<file path="src/rtl/led_ctrl_pkg.sv">
// Shared types and the mode-to-LED pattern mapping for the LED pattern controller.
package led_ctrl_pkg;

  typedef enum logic [1:0] {
    MODE_OFF   = 2'd0,
    MODE_COUNT = 2'd1,
    MODE_ALT   = 2'd2,
    MODE_BLINK = 2'd3
  } mode_t;

  typedef enum logic [1:0] {
    S_OFF    = 2'd0,
    S_RUN    = 2'd1,
    S_SWITCH = 2'd2
  } state_t;

  // top2 holds the two most significant step bits; top2[0] is the blink/alternate phase.
  function automatic logic [1:0] led_pattern(input mode_t mode, input logic [1:0] top2);
    logic [1:0] pat;
    pat = 2'b00;
    unique case (mode)
      MODE_OFF:   pat = 2'b00;
      MODE_COUNT: pat = top2;
      MODE_ALT:   pat = top2[0] ? 2'b10 : 2'b01;
      MODE_BLINK: pat = {top2[0], top2[0]};
      default:    pat = 2'b00;
    endcase
    return pat;
  endfunction

endpackage

</file>
<file path="src/rtl/led_tick_gen.sv">
// Free-running prescaler with a registered one-cycle tick on each wrap; pause freezes both.
module led_tick_gen #(
  parameter int unsigned PRESCALE_BITS = 13
) (
  input  logic                     CLK,
  input  logic                     reset_n,
  input  logic                     pause,
  output logic [PRESCALE_BITS-1:0] prescaler,
  output logic                     tick
);

  logic [PRESCALE_BITS-1:0] presc_q, presc_d;
  logic                     tick_q, tick_d;

  always_comb begin
    presc_d = presc_q;
    tick_d  = 1'b0;
    if (!pause) begin
      presc_d = presc_q + PRESCALE_BITS'(1);
      tick_d  = (presc_q == '1);
    end
  end

  always_ff @(posedge CLK or negedge reset_n) begin
    if (!reset_n) begin
      presc_q <= '0;
      tick_q  <= 1'b0;
    end else begin
      presc_q <= presc_d;
      tick_q  <= tick_d;
    end
  end

  assign prescaler = presc_q;
  assign tick      = tick_q;

endmodule

</file>
<file path="src/rtl/led_pattern_ctrl.sv">
// Two-LED pattern controller: mode handshake, tick-aligned mode switching, step counter, LED map.
// Optional LED_PWM_EN adds a brightness input that gates the LEDs with a 16-phase PWM.
module led_pattern_ctrl
  import led_ctrl_pkg::*;
#(
  parameter int unsigned PRESCALE_BITS = 13,
  parameter int unsigned STEP_BITS     = 16
) (
  input  logic       CLK,
  input  logic       reset_n,
  input  logic [1:0] mode_req,
  input  logic       mode_valid,
  output logic       mode_ready,
  input  logic       pause,
`ifdef LED_PWM_EN
  input  logic [3:0] brightness,
`endif
  output logic       tick,
  output logic [1:0] cur_mode,
  output logic [1:0] LED
);

  logic [PRESCALE_BITS-1:0] prescaler;
  logic                     unused_prescaler;

  state_t                   state_q, state_d;
  mode_t                    cur_mode_q, cur_mode_d;
  mode_t                    pending_q, pending_d;
  logic [STEP_BITS-1:0]     step_q, step_d;
  logic                     handshake;
  logic                     apply;
  logic                     pwm_on;
  logic [1:0]               led_raw;

  led_tick_gen #(
    .PRESCALE_BITS(PRESCALE_BITS)
  ) u_tick_gen (
    .CLK      (CLK),
    .reset_n  (reset_n),
    .pause    (pause),
    .prescaler(prescaler),
    .tick     (tick)
  );

  // Only the low PWM bits of the prescaler matter here; the rest just set the tick period.
  assign unused_prescaler = ^prescaler;

  assign handshake = mode_valid & mode_ready;
  assign apply     = (state_q == S_SWITCH) & tick;

  always_ff @(posedge CLK or negedge reset_n) begin
    if (!reset_n) begin
      state_q <= S_OFF;
    end else begin
      state_q <= state_d;
    end
  end

  always_comb begin
    state_d = state_q;
    unique case (state_q)
      S_OFF, S_RUN: begin
        if (handshake) state_d = S_SWITCH;
      end
      S_SWITCH: begin
        if (tick) state_d = (pending_q == MODE_OFF) ? S_OFF : S_RUN;
      end
      default: state_d = S_OFF;
    endcase
  end

  always_comb begin
    mode_ready = (state_q != S_SWITCH);
  end

  always_comb begin
    pending_d  = pending_q;
    cur_mode_d = cur_mode_q;
    step_d     = step_q;
    if (handshake) pending_d = mode_t'(mode_req);
    if (apply) begin
      cur_mode_d = pending_q;
      step_d     = '0;
    end else if ((state_q == S_RUN) && tick) begin
      step_d = step_q + STEP_BITS'(1);
    end
  end

  always_ff @(posedge CLK or negedge reset_n) begin
    if (!reset_n) begin
      pending_q  <= MODE_OFF;
      cur_mode_q <= MODE_OFF;
      step_q     <= '0;
    end else begin
      pending_q  <= pending_d;
      cur_mode_q <= cur_mode_d;
      step_q     <= step_d;
    end
  end

`ifdef LED_PWM_EN
  assign pwm_on = (prescaler[3:0] < brightness);
`else
  assign pwm_on = 1'b1;
`endif

  // During S_SWITCH cur_mode_q is untouched, so the old pattern stays on the LEDs.
  always_comb begin
    led_raw = led_pattern(cur_mode_q, step_q[STEP_BITS-1 -: 2]);
    LED     = led_raw & {2{pwm_on}};
  end

  assign cur_mode = cur_mode_q;

endmodule

</file>
<file path="config.mk">
export PLATFORM = sky130hd
export DESIGN_NAME = led_pattern_ctrl
export DESIGN_NICKNAME = d
export VERILOG_FILES = /design/src/rtl/led_ctrl_pkg.sv /design/src/rtl/led_tick_gen.sv /design/src/rtl/led_pattern_ctrl.sv
export SDC_FILE = /design/constraint.sdc
export NUM_CORES = 1
export LEC_CHECK = 0
export CAP_MARGIN = 10
export CORE_UTILIZATION = 62
export CTS_CLUSTER_SIZE = 16
export DETAILED_ROUTE_END_ITERATION = 12
export PLACE_DENSITY = 0.83
export SLEW_MARGIN = 20
export SYNTH_ARGS = -nofsm -noshare
export SYNTH_HDL_FRONTEND = slang
export SYNTH_HIERARCHICAL = 1
export SYNTH_SLANG_ARGS = --single-unit
</file>
<file path="constraint.sdc">
create_clock -name CLK -period 2.9 [get_ports CLK]
set_input_delay 0.29 -clock CLK [delete_from_list [all_inputs] [get_ports CLK]]
set_output_delay 0.29 -clock CLK [all_outputs]
set_load 0.005 [all_outputs]
</file>
==> impl_metrics.py, run 1 <==
metrics = {
    "routing": {
        "drc": 0,
        "drtPass1Iterations": 5,
        "avgRoutedWirePerCell_um": 15.7,
        "wl_mm": 3.21,
        "vias_per_cell": 5.98,
        "vias": 1220,
        "first_iter_violations": 42,
        "ant_nets": 0,
    },
    "sta": {
        "clock.fmax_mhz": 526,
        "rsz0062_at_grt": "false",
        "finClkSkew_ps": 20.5,
        "slew_headroom_pct": 64.0,
        "tns_ps": 0,
        "finalSetupViolCount": 0,
        "period_needed_ps": 1900,
        "fin_hold_ws_ps": 351,
        "min_period_over_period_pct": 65.5,
        "report.final.hold_viol_count": 0,
        "tightest_slew_ps": 538,
        "slew_violations": 0,
        "worst_slack_ps": 1000,
    },
    "clock_network": {
        "clkLatencyLatePin_ps": 340,
        "clockBufferDepth": 2,
        "cts_inserted_buffers": 5,
        "cts_sinks": 36,
        "clkTransAtPathRegs_ps": 120,
        "htree_num_levels": 2,
        "post_cts_buffers": 0,
        "cts_tree": "yes",
        "cts.hold.buffers_added": 0,
        "cts-root-buf": "clkbuf_4",
        "cts_resized": 0,
    },
    "placement": {
        "place_hpwl_mm": 2.25,
        "gp_congestion": 0.821,
        "place_ws_ps": 1030,
        "portBuffers": 11,
        "dpl_cell_area_sq_um": 1920,
    },
    "yosys": {
        "synth-compound-area-share_pct": 8.39,
        "yosysTopAreaCell": "dfrtp_1",
        "yosys.cell_types.count": 43,
        "seq_area_frac_synth_pct": 50.3,
        "syn-cell-area_sq_um": 1790,
        "synth-seq-cells": 36,
        "synth_edf_count": 0,
        "synthAdderAreaFrac_pct": 1.40,
        "synthCells": 158,
        "synthXorXnorAreaFrac_pct": 5.87,
        "avgSynthCellArea_sq_um": 11.3,
        "yosys-top-cells-area": "dfrtp_1 50%, nand2_1 4.4%, xor2_1 3.9%, mux2i_1 3.4%, mux2_2 3.1%",
        "synth_top_area_share_pct": 50.3,
        "ys_warn_count": 6,
        "synthMuxAreaShare_pct": 6.50,
        "synth_simple_gate_area_share_pct": 25.2,
        "synth_top_family_by_area": "simple AND/OR/NAND/NOR gates",
        "synth_nets": 166,
        "synth_top_flop_cell": "dfrtp_1",
        "ys_async_sr_fraction_pct": 100,
    },
    "worst_setup_path": {
        "endpoint_kind": "flop",
        "reg2reg_from": "state_q[1]",
        "cp-startpoint": "state_q[1]",
        "r2r_cells": 4,
        "startpoint_type": "flop",
        "r2r-end": "step_q[11]",
        "arrival_ps": 2140,
        "worstPathRequired_ps": 3140,
        "cp_cell_sequence": "nand3b_1 -> or4_4 -> o211ai_2 -> o31ai_2",
        "max_stage_delay_ps": 640,
        "crit_type": "reg -> reg",
        "crit_path_top_delay_cell": "or4_4",
        "worstPathMaxFanout": 12,
        "rrSetupSlack_ps": 1000,
    },
    "run": {
        "max_cap_violations": 0,
    },
    "grt": {
        "grt_max_degree": 37,
        "overflow": 0,
        "antenna_found_initial": 0,
        "grt_usage_pct": 23.2,
        "grt_pass1_vias": 1189,
        "grt_pass1_wl_mm": 5.48,
    },
    "cells_and_area": {
        "diodes": 0,
        "layout.nets": 180,
        "fillers": 189,
        "drive_above_1_share_pct": 17.3,
        "syn2layout_area_growth_pct": 10.7,
        "multi_input_area_sq_um": 848,
        "seqCellArea_sq_um": 901,
        "finish.instance_area_sq_um": 1980,
        "fin_util_pct": 72.4,
    },
    "pwr": {
        "p_leak_nw": 0.964,
        "ir_worst_vdd_v": 0.000447,
        "pwr_density_cell_nw_per_um2": 543,
    },
    "floorplanning": {
        "rows": 19,
        "die_w_um": 55.7,
        "start_util_pct": 65.4,
        "ios": 12,
        "core_area_sq_um": 2730,
        "fp.dieH_um": 55.7,
        "dieArea_sq_um": 3100,
    },
    "worst_hold_path": {
        "hold_class": "in -> async",
    },
    "outcome": {
        "outcome": "finished clean",
    },
}
==> layout by cell type (no fill, tap or decap), types with 4 or more instances in the layout <==
| master | n |
|---|---|
| nand2_1 | 21 |
| clkdlybuf4s50_1 | 11 |
| xor2_1 | 8 |
| inv_1 | 5 |
| mux2i_1 | 6 |
| mux2_2 | 5 |
| o21ai_0 | 9 |
| nand3_1 | 7 |
| xnor2_1 | 4 |
| nor2_1 | 10 |
| dfrtp_1 | 36 |
| nand4_1 | 4 |
| clkbuf_4 | 5 |
==> cells in the mapped netlist, types with 2 or more instances <==
library cell	number
xnor2_1	4
nor4_2	2
nor4_4	2
xor2_1	8
dfrtp_1	36
o21ai_0	9
nand3_4	2
a22o_1	2
nand4_1	4
nor3_2	2
mux2_2	5
nand3b_1	2
clkbuf_1	3
nand3_1	7
ha_1	2
buf_2	2
nor2_1	10
nand2_1	21
and2_1	2
mux2i_1	6
inv_1	5
==> cell type report <==
type | count | share of cell area (%)
Tap cell | 31 | 1.96
Clock inverter | 3 | 0.948
Multi-Input combinational cell | 112 | 42.8
Inverter | 5 | 0.948
Sequential cell | 36 | 45.5
Clock buffer | 5 | 1.90
Timing Repair Buffer | 12 | 5.94
==> metal layers <==
layer,routed length [um],up-vias,share of wire (%),track usage (%)
met5,0,-,0,0
met4,29,0,0.90,10.4
met3,111,4,3.5,7.67
met2,1720,19,54,39.2
met1,1350,607,42,26.9
li1,-,590,-,-
==> cell families (layout without fill, tap and decap cells) <==
logic type               count (synthesis)  in the layout
flip-flops                              36             36
multiplexers                            11             11
XOR/XNOR                                12             12
AO/OA/AOI/OAI                           21             21
buffers and inverters                   10             25
AND/OR/NAND/NOR                         66             66
adder cells (fa/ha/maj)                  2              2
==> flip-flops by register name, indices dropped and copies added (netlist names) <==
name and count:
cur_mode 2, u_tick_gen/prescaler 13, pending_q 2, state_q 2
step_q 16, u_tick_gen/tick 1
==> critical path, delay by kind of cell, from the launching register on <==
kind	cells	cell delay (ps)
DFF	1	450
and+or+nand+nor	2	1080
AOI/OAI and AO/OA	2	270
==> where the power goes <==
part	internal (mW)	switching [mW]
registers	0.563	0.0820
clock network	0.0931	0.172
logic	0.0828	0.0827
==> metrics by stage <==
step / total power [mW] / instances
after detailed placement: 0.819 / 196
after CTS: 1.09 / 204
final: 1.08 / 204
after global placement: 0.803 / 196
after global routing: 1.13 / 204
after floorplan: 0.765 / 158
==> worst max-delay path by stage <==
| stage | end | slack [ps] |
|---|---|---|
| 6_report | step_q[11] | 1000 |
| 3_5_place_dp | step_q[11] | 1030 |
| 2_1_floorplan | step_q[8] | 1400 |
| 5_1_grt | step_q[11] | 920 |
| 4_1_cts | step_q[11] | 1010 |
| 3_3_place_gp | step_q[11] | 1090 |
Power figures use the tool's default switching activity.
==> run 2, diff against run 1 <==
- CORE_UTILIZATION: 62 -> 57
- PLACE_DENSITY: 0.83 -> 0.77
- clock period: 2.9 -> 1.9 ns (I/O delays scaled with it)
==> run 2 against run 1 <==
  * Power up 53%
  * First-iteration DRC count down 2.4%
  * Non-clock buffer count up 2
  * Sequential power up 52%
  * Register-to-register slack worse by 720 ps
  * Clock skew down 17 ps
  * Utilization down 2.4 points
  * Clock-buffer cell count up 3
  * Critical path type is now reg -> out
  * Critical endpoint is now LED[0]
==> impl_metrics.py, run 2 (synthesized netlist as in run 1, its figures left out) <==
metrics = {
    "worst_setup_path": {
        "worstPathMaxFanout": 6,
        "max_stage_delay_ps": 490,
        "crit_path_top_delay_cell": "clkdlybuf4s50_1",
        "startpoint_type": "flop",
        "critical_path.top_delay_family": "buffers and inverters",
        "reg2reg_from": "step_q[0]",
        "cp_common_cell": "nand2_1",
        "cp.buffers_inverters": 1,
        "rrSetupSlack_ps": 280,
        "worstPathRequired_ps": 1710,
        "r2r_cells": 5,
        "crit_type": "reg -> out",
        "arrival_ps": 1550,
        "cp_cell_sequence": "nor2_1 -> nand2_1 -> nand2_1 -> clkdlybuf4s50_1",
        "r2r-end": "step_q[12]",
        "endpoint_kind": "output port",
    },
    "worst_hold_path": {
        "hold_class": "in -> async",
    },
    "routing": {
        "first_iter_violations": 41,
        "ant_nets": 0,
        "vias": 1248,
        "wl_mm": 3.16,
        "drtPass1Iterations": 4,
        "drc": 0,
        "avgRoutedWirePerCell_um": 15.3,
        "vias_per_cell": 6.06,
    },
    "cells_and_area": {
        "final_cell_mix": "36 x dfrtp_1, 21 x nand2_1, 11 x clkdlybuf4s50_1",
        "diodes": 0,
        "fillers": 212,
        "drive_above_1_share_pct": 17.1,
        "max_flop_register": "step_q",
        "layout.nets": 182,
        "syn2layout_area_growth_pct": 11.7,
        "layout_commonest_cell": "dfrtp_1",
        "largest_reg_flops": 16,
    },
    "floorplanning": {
        "fp.dieH_um": 58.0,
        "ios": 12,
        "core_area_sq_um": 2850,
        "die_w_um": 58.0,
        "dieArea_sq_um": 3370,
        "start_util_pct": 62.7,
        "rows": 19,
    },
    "placement": {
        "gp_congestion": 0.743,
        "portBuffers": 11,
        "place_hpwl_mm": 2.16,
    },
    "clock_network": {
        "clkTransAtPathRegs_ps": 100,
        "clkLatencyLatePin_ps": 340,
        "cts_tree": "yes",
        "cts.hold.buffers_added": 0,
        "cts_sinks": 36,
        "cts-root-buf": "clkbuf_4",
        "cts_resized": 0,
        "cts_inserted_buffers": 5,
        "post_cts_buffers": 0,
        "clockBufferDepth": 2,
        "htree_num_levels": 2,
    },
    "grt": {
        "grt_max_degree": 37,
        "overflow": 0,
        "grt_pass1_vias": 1264,
        "grt_usage_pct": 21.7,
        "grt_pass1_wl_mm": 5.33,
        "antenna_found_initial": 0,
    },
    "sta": {
        "finalSetupViolCount": 0,
        "period_needed_ps": 1740,
        "slew_headroom_pct": 70.0,
        "min_period_over_period_pct": 91.8,
        "clock.fmax_mhz": 573,
        "report.final.hold_viol_count": 0,
        "tightest_slew_ps": 450,
        "tns_ps": 0,
        "rsz0062_at_grt": "false",
        "finClkSkew_ps": 3.80,
        "fin_hold_ws_ps": 254,
        "slew_violations": 0,
    },
    "run": {
        "max_cap_violations": 0,
    },
    "pwr": {
        "p_leak_nw": 0.970,
        "ir_worst_vdd_v": 0.000593,
        "pwr_density_cell_nw_per_um2": 825,
    },
    "outcome": {
        "outcome": "finished clean",
    },
}
==> run 2: metrics by stage <==
| stage | util [%] | setup slack [ps] | std cells | power (mW) | instance area (sq um) |
|---|---|---|---|---|---|
| floorplan | - | 398 | 158 | 1.17 | 1790 |
| global placement | 68.0 | 396 | 198 | 1.23 | 1940 |
| detailed placement | 68.0 | 316 | 198 | 1.24 | 1940 |
| CTS | 70.0 | 135 | 206 | 1.67 | 2000 |
| global route | 70.0 | 64.9 | 206 | 1.75 | 2000 |
| finish | 70.0 | 155 | 206 | 1.65 | 2000 |
==> run 2: how the worst max path moves through the flow <==
| stage | from | endpoint | slack, ps | cells past startpoint |
|---|---|---|---|---|
| finish | step_q[14] | LED[0] | 160 | 4 |
| global route | step_q[14] | LED[0] | 60 | 4 |
| CTS | step_q[14] | LED[0] | 140 | 4 |
| detailed placement | step_q[0] | step_q[12] | 320 | 5 |
| global placement | step_q[0] | step_q[11] | 400 | 4 |
| floorplan | step_q[0] | step_q[8] | 400 | 6 |
==> run 2: routing by layer <==
layer / vias to the layer above / track usage (%) / wire length, um / part of all wire (%)
met5: - / 0 / 0 / 0
met4: 0 / 10.2 / 9 / 0.28
met3: 2 / 8.71 / 150 / 4.7
met2: 31 / 33.0 / 1510 / 48
met1: 618 / 27.1 / 1490 / 47
li1: 597 / - / - / -
==> run 2: layout make-up <==
cell class                      count  area (sq um)  share of cell area [%]
Sequential cell                    36           901                    45.1
Multi-Input combinational cell    112           848                    42.5
Timing Repair Buffer               14           133                    6.64
Clock buffer                        8          58.8                    2.94
Tap cell                           31          38.8                    1.94
Inverter                            5          18.8                   0.939
==> run 2: report_power, final <==
part	leakage (nW)	switching [mW]	internal, mW	total, mW
clock	0.0326	0.243	0.183	0.426
sequential	0.477	0.121	0.859	0.980
combinational	0.461	0.119	0.124	0.243
